<file path="src/rtl/tank_level_encoder.sv">
// Tank probe encoder: synchronizes and debounces a 7-column probe pattern, then encodes it as an emptied level.
// Optional build macro FAULT_LATCH_EN makes sensor_fault sticky until reset.
module tank_level_encoder #(
  parameter int DEBOUNCE_CYCLES = 4
) (
  input  logic       clk,
  input  logic       reset,
  input  logic [6:0] column_level,
  output logic [2:0] water_level,
  output logic       level_valid,
  output logic       level_changed,
  output logic       sensor_fault
);

  localparam logic [3:0] CNT_MAX = 4'(DEBOUNCE_CYCLES - 1);
  localparam logic [6:0] ALL_WET = 7'b1111111;

  typedef enum logic [1:0] {
    INIT  = 2'd0,
    TRACK = 2'd1,
    FAULT = 2'd2
  } state_t;

  logic [6:0] sync1_q, sync1_d;
  logic [6:0] sync2_q, sync2_d;
  logic [6:0] cand_q, cand_d;
  logic [3:0] cnt_q, cnt_d;
  state_t     state_q, state_d;
  logic [2:0] wl_q, wl_d;
  logic       vld_q, vld_d;
  logic       chg_q, chg_d;
  logic       flt_q, flt_d;

  logic       match;
  logic       accept;
  logic       legal;
  logic [2:0] enc;

  // A legal code is all ones shifted left, i.e. dry columns contiguous from bit 0.
  function automatic logic is_legal(input logic [6:0] code);
    logic       ok;
    logic [6:0] pat;
    ok  = 1'b0;
    pat = ALL_WET;
    for (int n = 0; n < 8; n++) begin
      if (code == pat) ok = 1'b1;
      pat = {pat[5:0], 1'b0};
    end
    return ok;
  endfunction

  function automatic logic [2:0] count_zeros(input logic [6:0] code);
    logic [2:0] z;
    z = 3'd0;
    for (int i = 0; i < 7; i++) begin
      if (!code[i]) z = z + 3'd1;
    end
    return z;
  endfunction

  assign sync1_d = column_level;
  assign sync2_d = sync1_q;
  assign match   = (sync2_q == cand_q);
  assign accept  = match && (cnt_q == CNT_MAX);
  assign legal   = is_legal(sync2_q);
  assign enc     = count_zeros(sync2_q);

  always_comb begin
    cand_d = cand_q;
    cnt_d  = cnt_q;
    if (!match) begin
      cand_d = sync2_q;
      cnt_d  = 4'd0;
    end else if (cnt_q != CNT_MAX) begin
      cnt_d = cnt_q + 4'd1;
    end
  end

  always_comb begin
    state_d = state_q;
    wl_d    = wl_q;
    vld_d   = vld_q;
    chg_d   = 1'b0;
    flt_d   = flt_q;
    if (accept) begin
      if (legal) begin
        state_d = TRACK;
        wl_d    = enc;
        vld_d   = 1'b1;
        chg_d   = (state_q != TRACK) || (enc != wl_q);
`ifdef FAULT_LATCH_EN
        flt_d   = flt_q;
`else
        flt_d   = 1'b0;
`endif
      end else begin
        // Level is held so the last good reading survives a faulty probe.
        state_d = FAULT;
        vld_d   = 1'b0;
        flt_d   = 1'b1;
      end
    end
  end

  always_ff @(posedge clk) begin
    if (reset) begin
      sync1_q <= ALL_WET;
      sync2_q <= ALL_WET;
      cand_q  <= ALL_WET;
      cnt_q   <= 4'd0;
      state_q <= INIT;
      wl_q    <= 3'd0;
      vld_q   <= 1'b0;
      chg_q   <= 1'b0;
      flt_q   <= 1'b0;
    end else begin
      sync1_q <= sync1_d;
      sync2_q <= sync2_d;
      cand_q  <= cand_d;
      cnt_q   <= cnt_d;
      state_q <= state_d;
      wl_q    <= wl_d;
      vld_q   <= vld_d;
      chg_q   <= chg_d;
      flt_q   <= flt_d;
    end
  end

  assign water_level   = wl_q;
  assign level_valid   = vld_q;
  assign level_changed = chg_q;
  assign sensor_fault  = flt_q;

endmodule

</file>
<file path="config.mk">
export PLATFORM = sky130hd
export DESIGN_NAME = tank_level_encoder
export DESIGN_NICKNAME = d
export VERILOG_FILES = /design/src/rtl/tank_level_encoder.sv
export SDC_FILE = /design/constraint.sdc
export NUM_CORES = 1
export LEC_CHECK = 0
export BUFFER_PORTS_ARGS = -buffer_cell sky130_fd_sc_hd__buf_2
export CAP_MARGIN = 10
export CORE_MARGIN = 2
export CORE_UTILIZATION = 30
export DETAILED_ROUTE_END_ITERATION = 6
export PLACE_DENSITY_LB_ADDON = 0.15
export REMOVE_ABC_BUFFERS = 1
export SLEW_MARGIN = 20
export SYNTH_ARGS = -nofsm -noshare
export SYNTH_HDL_FRONTEND = slang
export SYNTH_SLANG_ARGS = --single-unit
</file>
<file path="constraint.sdc">
create_clock -name clk -period 4.15 [get_ports clk]
set_input_delay 0.415 -clock clk [delete_from_list [all_inputs] [get_ports clk]]
set_output_delay 0.415 -clock clk [all_outputs]
set_load 0.01 [all_outputs]
</file>
==> run summary, run 1 <==
Slew headroom: 0.503
minimum clock period: 3.48 ns
Post-DP HPWL: 2160 um
status: finished clean
Yosys reg bits: 31
leading cell types by count after synthesis: dfxtp_1, or2_2, xnor2_1, nor2_1, ha_1
Final Hold Fails: 0
Final ANT Viol Nets: 0
CP Max Fanout: 8
fin crit share: 0.839
die area: 6060 sq um
VDD IR max: 0.000246 V
critical path class: flop to flop
pins over their slew limit: 0
Netlist cell types: 41
Post-CTS Repair Setup Buffers: 0
Synth area leaders: dfxtp_1, or2_2, xnor2_1
Pwr Density: 359 nW/um^2
total grt overflow: 0
vias after detailed routing: 1,117
largest net degree at the start of global routing: 29
Util after Layout: 0.357
share of cells above drive strength 1: 0.298
Root Buffer: clkbuf_8
cts hold-fix bufs: 0
synth warn: 0
per-cell routed wire length: 12.0 um
CORE AREA: 5170 sq um
worst skew pair latency: 0.28 ns
Max Cap Viol: 0
Crit. Startpoint: sync2_q[0]$_SDFF_PP1_
Die W: 77.9 um
Setup violations, final: 0
initial antenna violation count: 0
kind of end point of the critical path: flop
hold_sp: column_level[6]
Sink Count: 31
Placer Congestion: 0.916
Die Span Y: 77.9 um
post-cts gate resize count: 0
post-synth top area share: 0.379
clk slew on worst S/H paths: 0.07 ns
maximum clock path buffer count: 2
IO Port Bufs: 14
Final nets: 195
Pre-antenna DRT Iters: 4
CP required: 4.36 ns
ANT cells: 0
Fillers: 526
Fmax: 0.287 GHz
Worst Tran Pin Value: 0.744 ns
Setup TNS: 0 ns
DR iter-0 viols: 62
Initial Util: 0.316
vias in the first global route: 1,118
HP Class: primary input to flop
Site Rows: 26
Seq/Total Area, Yosys: 0.379
routed wire length: 2960 um
H-tree level count: 2
Num CTS Buffers: 5
Worst EP arrival: 3.69 ns
FFs w/ async S/R, synth: 0
worst r2r src: sync2_q[0]$_SDFF_PP1_
RSZ-0062 raised after global routing: no
Layout Skew: 0.00748 ns
CTS tree: yes
Main synth FF type: dfxtp_1
cell taking the most area after synthesis: dfxtp_1
Top Ports: 15
DR DRC count: 0
first-pass GRT wire length: 5120 um
Synth Area per Inst: 9.92 sq um
drt via density: 4.50
post-synthesis cell count: 165
CP Launch Type: flop
GRT Overall Usage: 0.109
synthesis-to-layout area growth: 12.7%
EDFF count, synth: 0
top-count cell post-synth: dfxtp_1
Leak: 0.811 nW
area of the mapped netlist: 1640 sq um
[layout by cell type, fill, tap and decap left out, types with 2 or more instances in the layout]
cell type	Yosys	routed
a211oi_1	4	4
a21o_1	2	2
a21oi_1	4	4
a31oi_1	2	2
buf_2	1	14
clkbuf_8	0	7
dfxtp_1	31	31
ha_1	9	9
inv_1	8	8
mux2i_1	5	5
nand2_1	5	5
nand2b_1	5	5
nand3_1	3	3
nand4_1	2	2
nor2_1	11	11
nor2b_1	3	3
nor3_1	2	2
or2_2	22	22
xnor2_1	13	13
xor2_1	6	6
[final cells by class]
class	instances	area [sq um]	share of cell area
sequential	31	621	0.336
clock buffer	7	96.3	0.0522
multi-input combinational	117	932	0.505
clock inverter	1	7.51	0.00407
timing repair buffer	14	70.1	0.0380
inverter	8	30.0	0.0163
tap	70	87.6	0.0475
[per-layer routing]
metal / share of wire / track usage / vias to the layer above
met1: 0.46 / 0.124 / 515
met3: 0.033 / 0.0279 / 8
li1: - / - / 573
met2: 0.48 / 0.178 / 21
met5: 0 / 0 / -
met4: 0.032 / 0.0714 / 0
[critical path, cell delays in order (launching register included)]
cell,delay [ns]
dfxtp_1,0.41
inv_1,0.11
ha_1,0.45
xor3_4,0.46
ha_1,0.32
xnor2_1,0.15
and2_1,0.17
a211oi_1,0.22
a21oi_1,0.07
ha_1,0.21
nand2b_1,0.08
xnor2_1,0.08
xnor2_1,0.25
xnor3_1,0.27
a41oi_2,0.15
[worst paths after layout]
path	end	slack, ns	cells after the start
worst max-delay path	level_changed$_SDFF_PP0_	0.67	14
worst min register to register	sync2_q[3]$_SDFF_PP1_	0.41	1
worst max register to register	level_changed$_SDFF_PP0_	0.67	14
worst min-delay path	sync1_q[6]$_SDFF_PP1_	0.31	2
[power by group]
part	switching, W	internal, W	total, W
Combinational	0.0000425	0.0000413	0.0000838
Clock	0.000112	0.000151	0.000263
Sequential	0.00000962	0.000307	0.000317
[kinds of logic (layout without fill, tap and decap cells)]
kind of cell,count (synthesis),in the layout,share of synthesized area
AO/OA/AOI/OAI,19,19,0.0948
XOR/XNOR,22,22,0.142
adder cells (fa/ha/maj),9,9,0.0688
buffers and inverters,17,30,0.0512
flip-flops,31,31,0.379
multiplexers,7,7,0.0512
AND/OR/NAND/NOR,60,60,0.213
[sequential cells by signal (all words and copies together) (netlist names)]
signal         count
cnt_q              4
state_q            2
sync2_q            7
cand_q             7
water_level        3
level_changed      1
sync1_q            7
[per-stage QoR]
stage	hold WS (ns)	cells	worst slack, ns	instance area (sq um)	power (W)
after CTS	0.309	248	0.657	1840	0.000670
after detailed placement	0.395	240	0.677	1740	0.000408
after global routing	0.312	248	0.427	1840	0.000695
after floorplan	0.389	156	0.959	1580	0.000386
after global placement	0.394	240	0.785	1740	0.000404
final	0.313	248	0.667	1840	0.000663
Power figures use the tool's default switching activity.
==> run 2, diff against run 1 <==
Settings changed: ABC_AREA set to 1.
Clock period 4.15 ns to 3.36 ns, I/O delays scaled along.
==> run 2 against run 1 <==
Die area rose by 4.3%. Clock skew rose by 0.0033 ns. Utilization rose by 1.1 points. Critical endpoint unchanged. First-iteration DRC count fell by 29%. Clock-buffer cell count fell by 2. Highest routed layer unchanged. Design area rose by 9.6%. Setup slack got worse by 0.38 ns. Wire length rose by 8.4%.
==> run summary, run 2 <==
synth warn: 0
share of cells above drive strength 1: 0.368
top-count cell post-synth: nand2_1
Synth area leaders: dfxtp_1, nand2_1, or2_2
vias in the first global route: 1,306
Fmax: 0.325 GHz
per-cell routed wire length: 10.2 um
VDD IR max: 0.000249 V
synthesis-to-layout area growth: 18.1%
Sink Count: 31
pre-CTS setup slack: 0.0901 ns
Synth Area per Inst: 7.96 sq um
total grt overflow: 0
clk slew on worst S/H paths: 0.08 ns
GRT Overall Usage: 0.115
kind of end point of the critical path: flop
Seq/Total Area, Yosys: 0.363
most frequent cells in the layout: nand2_1, dfxtp_1, nand3_1
initial antenna violation count: 0
flop-to-flop setup slack: 0.28 ns
hold path cells: 2
fin crit share: 0.915
Die W: 79.5 um
CTS tree: yes
CP Max Fanout: 4
Top Ports: 15
Worst EP arrival: 3.25 ns
Util after Layout: 0.367
placed cell areas: 1880 sq um
Final nets: 259
leading cell types by count after synthesis: nand2_1, dfxtp_1, nand3_1, or2_2, inv_1
Initial Util: 0.311
Final Power: 0.000816 W
CORE AREA: 5510 sq um
cts hold-fix bufs: 0
area of the mapped netlist: 1710 sq um
pins over their slew limit: 0
Leak: 0.928 nW
Netlist cell types: 32
worst r2r src: sync2_q[0]$_SDFF_PP1_
minimum clock period: 3.08 ns
CP Launch Type: flop
Worst Tran Pin Value: 0.455 ns
post-synthesis cell count: 215
DR iter-0 viols: 44
design area: 2020 sq um
critical path class: flop to flop
Post-DP HPWL: 2480 um
first-pass GRT wire length: 5640 um
EDFF count, synth: 0
Site Rows: 27
Slew headroom: 0.696
HP Class: primary input to flop
Root Buffer: clkbuf_8
Placer Congestion: 0.798
post-synth top area share: 0.363
ANT cells: 0
Max Cap Viol: 0
worst setup margin: 0.284 ns
largest net degree at the start of global routing: 16
R2R Path End: level_changed$_SDFF_PP0_
die area: 6330 sq um
FFs w/ async S/R, synth: 0
hold_sp: column_level[1]
routed wire length: 3210 um
leading cell type in the layout, fill and taps excluded: nand2_1
Setup violations, final: 0
cell taking the most area after synthesis: dfxtp_1
Largest regs: cand_q: 7 flops, sync1_q: 7 flops, sync2_q: 7 flops
Pwr Density: 403 nW/um^2
Pre-antenna DRT Iters: 4
Final ANT Viol Nets: 0
maximum clock path buffer count: 2
Final Hold Fails: 0
vias after detailed routing: 1,338
CP required: 3.54 ns
Die Span Y: 79.5 um
IO Port Bufs: 14
hold path endpoint: sync1_q[1]$_SDFF_PP1_
Num CTS Buffers: 5
RSZ-0062 raised after global routing: no
DR DRC count: 0
Layout Skew: 0.0108 ns
FF-to-FF path depth: 26
H-tree level count: 2
Yosys reg bits: 31
worst skew pair latency: 0.29 ns
drt via density: 4.26
status: finished clean
Main synth FF type: dfxtp_1
Setup TNS: 0 ns
==> run 2: changes by cell type in the layout (fill, tap and decap cells not counted), moves of 7 or more <==
cell | previous run | this run
buf_4 | 0 | 10
nand2_2 | 0 | 11
xnor2_1 | 13 | 3
nand3_1 | 3 | 22
nand2_1 | 5 | 49
inv_1 | 8 | 15
nor2_1 | 11 | 4
==> run 2: critical path, cell delays in order, from the launching register on <==
cell	delay (ns)
dfxtp_2	0.33
inv_2	0.05
ha_4	0.28
inv_2	0.04
nand2_4	0.06
nand2_4	0.07
inv_2	0.07
nand2_1	0.06
nand3_2	0.07
nand2_1	0.06
ha_1	0.27
or2_2	0.28
nand3_1	0.10
nand2_2	0.06
nand2_2	0.07
nand2_2	0.05
ha_1	0.19
nand2_1	0.08
xor2_1	0.18
xnor2_1	0.16
inv_1	0.06
nand2_1	0.07
nand2_1	0.06
nand2_1	0.05
nand2_1	0.05
nor2_2	0.09
a21oi_2	0.05
==> run 2: logic make-up after synthesis <==
family | synth area share
buffers and inverters | 0.0819
adders and majority gates | 0.0658
and+or+nand+nor | 0.386
DFF | 0.363
xor gates and xnor gates | 0.0563
AOI/OAI and AO/OA | 0.0475
==> run 2: area by class of cell <==
| cell class | count | area, sq um |
|---|---|---|
| Fill cell | 589 | 3480 |
| Multi-Input combinational cell | 156 | 976 |
| Sequential cell | 31 | 623 |
| Timing Repair Buffer | 24 | 145 |
| Inverter | 23 | 98.8 |
| Tap cell | 72 | 90.1 |
| Clock buffer | 5 | 68.8 |
| Clock inverter | 3 | 20.0 |
==> run 2: how the worst max path moves through the flow <==
stage | start | to | slack (ns)
finish | sync2_q[0]$_SDFF_PP1_ | level_changed$_SDFF_PP0_ | 0.28
global route | sync2_q[0]$_SDFF_PP1_ | level_changed$_SDFF_PP0_ | 0.003
CTS | sync2_q[0]$_SDFF_PP1_ | level_changed$_SDFF_PP0_ | 0.07
floorplan | sync2_q[0]$_SDFF_PP1_ | level_changed$_SDFF_PP0_ | 0.19
detailed placement | sync2_q[0]$_SDFF_PP1_ | level_changed$_SDFF_PP0_ | 0.09
global placement | sync2_q[1]$_SDFF_PP1_ | level_changed$_SDFF_PP0_ | 0.13
==> run 2: timing repair <==
action                                  4_1_cts  5_1_grt
endpoints found under the setup margin        0        2
setup buffers                                 0        3
gates resized for setup                       0       10
==> run 2: metrics by stage <==
stage          std cells  hold slack, ns
2_1_floorplan        210           0.389
3_3_place_gp         303           0.391
3_5_place_dp         303           0.392
4_1_cts              311           0.219
5_1_grt              314           0.221
6_report             314           0.228
==> run 2: power breakdown <==
group	total [W]	internal [W]	switching [W]
Combinational	0.000123	0.0000523	0.0000705
Clock	0.000303	0.000144	0.000159
Sequential	0.000389	0.000379	0.0000104
==> run 2: per-layer routing <==
metal / global-route usage / vias to the layer above / part of all wire
li1: - / 729 / -
met1: 0.147 / 588 / 0.51
met2: 0.187 / 16 / 0.44
met3: 0.0271 / 5 / 0.030
met4: 0.0466 / 0 / 0.019
met5: 0 / - / 0
==> run 3, diff against run 2 <==
Settings changed: REMOVE_ABC_BUFFERS 1 to unset.
==> run 3 against run 2 <==
Sequential share of layout area rose by 0.35 points. Cell count is 0.64% lower. Design area is 1.1% lower. Utilization decreased by 0.41 points. Die area unchanged. First-iteration DRC count up 14%. Maximum frequency shrank 0.34%. Global-route usage fell by 0.18 points. Register-to-register slack hardly changed. Via count decreased by 1.2%.
==> run summary, run 3 (synthesized netlist as in run 2, its figures left out) <==
status: finished clean
Die W: 79.5 um
Pwr Density: 392 nW/um^2
leading cell type in the layout, fill and taps excluded: nand2_1
pins over their slew limit: 0
Pre-antenna DRT Iters: 4
Hold WS: 0.238 ns
GRT Overall Usage: 0.113
largest net degree at the start of global routing: 16
vias after detailed routing: 1,322
Worst Tran Pin Value: 0.489 ns
Worst EP arrival: 3.25 ns
Layout Skew: 0.00802 ns
CP required: 3.53 ns
die area: 6330 sq um
Post-DP HPWL: 2440 um
kind of end point of the critical path: flop
VDD IR max: 0.000190 V
CP Launch Type: flop
critical path class: flop to flop
Sink Count: 31
Leak: 0.921 nW
Top Ports: 15
Final Power: 0.000784 W
routed wire length: 3090 um
placed cell areas: 1880 sq um
Slew headroom: 0.674
first-pass GRT wire length: 5540 um
most frequent cells in the layout: nand2_1, dfxtp_1, nand3_1
IO Port Bufs: 14
minimum clock period: 3.09 ns
Setup violations, final: 0
DR DRC count: 0
pre-CTS setup slack: 0.133 ns
initial antenna violation count: 0
Site Rows: 27
Largest regs: cand_q: 7 flops, sync1_q: 7 flops, sync2_q: 7 flops
Num CTS Buffers: 5
worst skew pair latency: 0.28 ns
synthesis-to-layout area growth: 16.8%
share of cells above drive strength 1: 0.350
clk slew on worst S/H paths: 0.07 ns
maximum clock path buffer count: 2
worst setup margin: 0.274 ns
total grt overflow: 0
Root Buffer: clkbuf_8
Final nets: 257
post-synthesis net count: 233
drt via density: 4.24
Max Cap Viol: 0
fin crit share: 0.918
Fmax: 0.324 GHz
Placer Congestion: 0.747
CORE AREA: 5510 sq um
H-tree level count: 2
DR iter-0 viols: 50
design area: 2000 sq um
Final ANT Viol Nets: 0
CP Max Fanout: 4
CTS tree: yes
Final Hold Fails: 0
HP Class: primary input to flop
Die Span Y: 79.5 um
vias in the first global route: 1,280
ANT cells: 0
per-cell routed wire length: 9.90 um
Initial Util: 0.311
-- run 3: cell types whose count changed in the layout (fill, tap and decap cells not counted), sizes merged --
cell      change
buf           -2
clkbuf        +2
clkinvlp      -2
-- run 3: cell type report --
cell class / count / area, sq um
inverter: 23 / 98.8
clock buffer: 7 / 76.3
sequential: 31 / 623
multi-input combinational: 156 / 976
timing repair buffer: 22 / 130
fill: 599 / 3510
tap: 72 / 90.1
clock inverter: 1 / 5.00
-- run 3: power by group --
part	internal [W]	leakage [nW]	total (W)	switching (W)
sequential	0.000379	0.253	0.000390	0.0000105
combinational	0.0000500	0.625	0.000119	0.0000688
clock	0.000145	0.0422	0.000276	0.000131
-- run 3: worst max-delay path, cell delays in order (launching register included) --
cell and delay [ns]:
dfxtp_2 0.33, inv_2 0.05, ha_4 0.28, inv_1 0.06
nand2_4 0.08, nand2_4 0.08, inv_2 0.07, nand2_1 0.06
nand3_2 0.07, nand2_1 0.06, ha_1 0.27, or2_2 0.28
nand2_1 0.06, nand2_1 0.05, nand2_1 0.05, nand2_1 0.06
nand2_1 0.07, ha_2 0.15, nand2_1 0.06, xor2_1 0.17
xnor2_1 0.17, inv_1 0.07, nand2_2 0.07, nand2_2 0.05
nand2_1 0.05, nand2_1 0.06, nor2_2 0.11, a21oi_2 0.05
-- run 3: layer usage --
layer | track usage | wire (um) | vias to the layer above
met5 | 0 | 0 | -
met4 | 0.0517 | 59 | 0
met3 | 0.0339 | 101 | 7
met2 | 0.179 | 1350 | 16
met1 | 0.141 | 1580 | 576
li1 | - | - | 723
-- run 3: what timing repair did --
item / in CTS / in global routing
hold buffers: 0 / 0
setup endpoints to repair: 0 / 2
gates resized for setup: 0 / 9
setup buffers: 0 / 1
-- run 3: path summary, 6_finish.rpt --
kind                                            start                       end  slack, ns  cells past startpoint
worst max-delay path            sync2_q[0]$_SDFF_PP1_  level_changed$_SDFF_PP0_       0.27                     27
worst max register to register  sync2_q[0]$_SDFF_PP1_  level_changed$_SDFF_PP0_       0.27                     27
worst min register to register  sync1_q[0]$_SDFF_PP1_     sync2_q[0]$_SDFF_PP1_       0.41                      1
worst min-delay path                  column_level[3]     sync1_q[3]$_SDFF_PP1_       0.24                      2
-- run 3: stage by stage --
step | utilization | cells | TNS (ns)
6_report | 0.363 | 312 | 0
3_5_place_dp | 0.342 | 303 | 0
4_1_cts | 0.357 | 311 | 0
3_3_place_gp | 0.342 | 303 | 0
5_1_grt | 0.363 | 312 | -0.0108
2_1_floorplan | - | 215 | 0
